File: src/rtl/adder_1.sv
// Half adder with WIDTH-bit operands: combinational {c,s} = a + b plus a registered copy.
// Optional carry-event counter enabled by defining ADDER_1_CARRY_CNT_EN.
module adder_1 #(
    parameter int unsigned WIDTH = 1,
    parameter int unsigned CNT_W = 8
) (
    input  logic             clk,
    input  logic             rst,
    input  logic [WIDTH-1:0] a,
    input  logic [WIDTH-1:0] b,
    input  logic             en,
    output logic [WIDTH-1:0] s,
    output logic             c,
    output logic [WIDTH-1:0] s_q,
    output logic             c_q,
    output logic             vld_q,
    input  logic             cnt_clr,
    output logic [CNT_W-1:0] carry_cnt
);

    logic [WIDTH:0] sum_full;

    // Zero-extend to WIDTH+1 so the carry lands in the top bit.
    always_comb begin
        sum_full = {1'b0, a} + {1'b0, b};
    end

    assign s = sum_full[WIDTH-1:0];
    assign c = sum_full[WIDTH];

    // vld_q pulses for exactly one cycle per capture; s_q/c_q hold while en is low.
    always_ff @(posedge clk) begin
        if (rst) begin
            s_q   <= '0;
            c_q   <= 1'b0;
            vld_q <= 1'b0;
        end else if (en) begin
            s_q   <= s;
            c_q   <= c;
            vld_q <= 1'b1;
        end else begin
            vld_q <= 1'b0;
        end
    end

`ifdef ADDER_1_CARRY_CNT_EN
    logic [CNT_W-1:0] carry_cnt_q;

    // Saturating count of captured carries; clear takes priority over counting.
    always_ff @(posedge clk) begin
        if (rst) begin
            carry_cnt_q <= '0;
        end else if (cnt_clr) begin
            carry_cnt_q <= '0;
        end else if (en && c && (carry_cnt_q != {CNT_W{1'b1}})) begin
            carry_cnt_q <= carry_cnt_q + CNT_W'(1);
        end
    end

    assign carry_cnt = carry_cnt_q;
`else
    logic unused_cnt_clr;
    assign unused_cnt_clr = cnt_clr;
    assign carry_cnt      = '0;
`endif

endmodule

File: config.mk
export PLATFORM = sky130hd
export DESIGN_NAME = adder_1
export DESIGN_NICKNAME = d
export VERILOG_FILES = /design/src/rtl/adder_1.sv
export SDC_FILE = /design/constraint.sdc
export NUM_CORES = 1
export LEC_CHECK = 0
export ABC_CLOCK_PERIOD_IN_PS = 900
export CAP_MARGIN = 20
export CORE_AREA = 3 3 40 42
export CTS_CLUSTER_DIAMETER = 30
export DETAILED_ROUTE_END_ITERATION = 6
export DIE_AREA = 0 0 43 45
export DONT_BUFFER_PORTS = 1
export HOLD_SLACK_MARGIN = 0.08
export REMOVE_ABC_BUFFERS = 1
export SLEW_MARGIN = 10
export SYNTH_ARGS = -nofsm -noshare
export SYNTH_HDL_FRONTEND = slang
export SYNTH_SLANG_ARGS = --single-unit
export TNS_END_PERCENT = 20
File: constraint.sdc
create_clock -name clk -period 0.9 [get_ports clk]
set_input_delay 0.18 -clock clk [delete_from_list [all_inputs] [get_ports clk]]
set_output_delay 0.18 -clock clk [all_outputs]
set_load 0.05 [all_outputs]
==> flow_summary_export.csv <==
group,metric,value,unit
pwr,power_density,1946,mW/mm^2
floorplan,fp.dieH,45,um
clocking,clockBufferDepth,2,
timing,min_period,0.8974,ns
yosys,yosysSeqAreaShare,35.29,%
timing,fin_crit_sh,99.71,%
drt,drc,0,
timing,hold_ws,0.1115,ns
clocking,clkSinkCount,3,
critical_path,critPathBufInv,1,
yosys,synthTopCellsByArea,"dfxtp_1 35%, buf_4 35%, mux2i_1 12%, ha_1 7.4%, nor2_1 4.4%",
critical_path,worstSetupEndpointType,"output port",
grt,grt_max_degree,4,
timing,fin_ws,0.002616,ns
clocking,clkTransAtPathRegs,0.04,ns
floorplan,rows,13,
clocking,post_cts_buffers,0,
yosys,ys_types,7,
drt,firstDrtPassIters,2,
drt,post_drt_wl_per_cell,8.465,um
timing,finClkSkew,0,ns
yosys,synth.avg_cell_area,9.454,um^2
grt,grt_pass1_vias,137,
placement,port_buffers,0,
floorplan,dieArea,0.001935,mm^2
drt,avgViaCountPerCell,2.977,
drt,ant_nets,0,
yosys,synth_cells,18,
clocking,cts_inserted_buffers,3,
drt,drt_first_iter_violations,2,
placement,gp_congestion,0.6953,
finish,drive_above_1_share,39.29,%
floorplan,core,0.001285,mm^2
finish,antenna_cells,0,
grt,grt_pass1_wl,579,um
pwr,power.total,0.5990,mW
grt,antenna_found_initial,0,
critical_path,start_kind,"register",
critical_path,crit_arrival,0.72,ns
placement,placedCellCount,37,
yosys,yosysWarnings,0,
yosys,yosys.area.top_type,"dfxtp_1",
finish,fin_util,23.95,%
critical_path,cp_max_fo,2,
critical_path,path_cells,"buf_12",
finish,final-seq-area,66.31,um^2
pwr,peakVddDrop,0.3568,mV
floorplan,io_pins,19,
critical_path,cpPeakStageDelay,0.34,ns
clocking,worst_skew_pair.late_latency,0.23,ns
critical_path,crit_type,"register to output port",
yosys,synth_seq_cells,3,
run_status,status,"complete, no violations",
worst_hold_path,hold_class,"primary input to register",
critical_path,critPathTopFamily,"flip-flops",
grt,grt_usage,5.079,%
timing,max_freq,1.114,GHz
floorplan,start_util,13.24,%
timing,rsz0062_at_grt,"yes",
finish,areaGrowthSynthToFinish,80.88,%
drt,wirelength,364,um
pwr,leakage,0.1444,nW
grt,globalRouteOverflowTotal,0,
placement,dp_slack,0.04182,ns
clocking,root_buffer,"clkbuf_4",
floorplan,die_w,43,um
timing,finalSetupViolCount,0,
yosys,mappedNetlistArea,170.2,um^2
critical_path,cpMaxStageDelayCell,"dfxtp_4",
drt,via_count,128,
finish,instances_no_fill,43,
finish,multi_input_area,76.32,um^2
clocking,htreeDepth,1,
finish,fillerInstances,145,
finish,fin_nets,36,
timing,finalHoldViolCount,0,
yosys,synth_top_area_share,35.29,%
critical_path,critPathRequiredTime,0.72,ns
clocking,tritoncts,"yes",
run,drv_cap,0,
timing,drv_slew,0,
==> registers in the layout (all words and copies together), names as in the netlist <==
register / count
c_q: 1
s_q: 1
vld_q: 1
==> cells by family (layout without fill, tap and decap cells) <==
| family | after synthesis | in the layout | share of synthesized area, % |
|---|---|---|---|
| DFF | 3 | 3 | 35.30 |
| adders and majority gates | 1 | 1 | 7.352 |
| buffers and inverters | 8 | 11 | 35.30 |
| and+or+nand+nor | 3 | 3 | 8.092 |
| other | 1 | 8 | 2.204 |
| muxes | 2 | 2 | 11.77 |
==> layout by cell type, fill, tap and decap left out, drive strengths merged <==
master	count
ha	1
clkbuf	4
dfxtp	3
dlygate4sd3	2
mux2i	2
nor2b	1
conb	8
nor2	2
buf	5
==> Yosys cell counts (all sizes together) <==
cell / instances
conb: 1
buf: 8
dfxtp: 3
nor2: 2
mux2i: 2
ha: 1
nor2b: 1
==> routing by layer <==
metal | track usage, % | vias up | wire length [um]
li1 | - | 59 | -
met1 | 3.373 | 57 | 114
met2 | 6.587 | 12 | 176
met3 | 5.179 | 0 | 73
met4 | 7.229 | 0 | 0
met5 | 0 | - | 0
==> area by class of cell <==
| cell class | instances | area share, % |
|---|---|---|
| clock buffers | 4 | 8.537 |
| repair buffers | 7 | 39.02 |
| flip-flops and latches | 3 | 21.54 |
| well taps | 15 | 6.098 |
| multi-input cells | 14 | 24.80 |
==> through the flow <==
step	cell area (um^2)	TNS (ns)
5_1_grt	307.8	-0.04681
4_1_cts	305.3	-0.01288
3_5_place_dp	255.2	0
3_3_place_gp	255.2	0
2_1_floorplan	136.4	-0.1589
6_report	307.8	0
==> repair_timing <==
action / CTS / global route
hold buffers: 2 / 0
gates resized for setup: 3 / 1
setup endpoints to repair: 3 / 2
hold endpoints to repair: 3 / 0
==> path summary, 6_finish.rpt <==
| kind | from | to | slack, ns | cells past startpoint |
|---|---|---|---|---|
| min | en | s_q | 0.11 | 2 |
| max reg2reg | s_q | s_q | 0.28 | 2 |
| max | s_q | s_q | 0.003 | 1 |
| min reg2reg | s_q | s_q | 0.53 | 2 |
==> power by group <==
part           internal [mW]  total [mW]  leakage, nW  switching (mW)
clock network          0.166       0.236       0.0150          0.0701
registers              0.142       0.149       0.0261         0.00747
logic                 0.0704       0.213        0.103           0.143
Note: power is estimated with default switching activity, not from simulation.
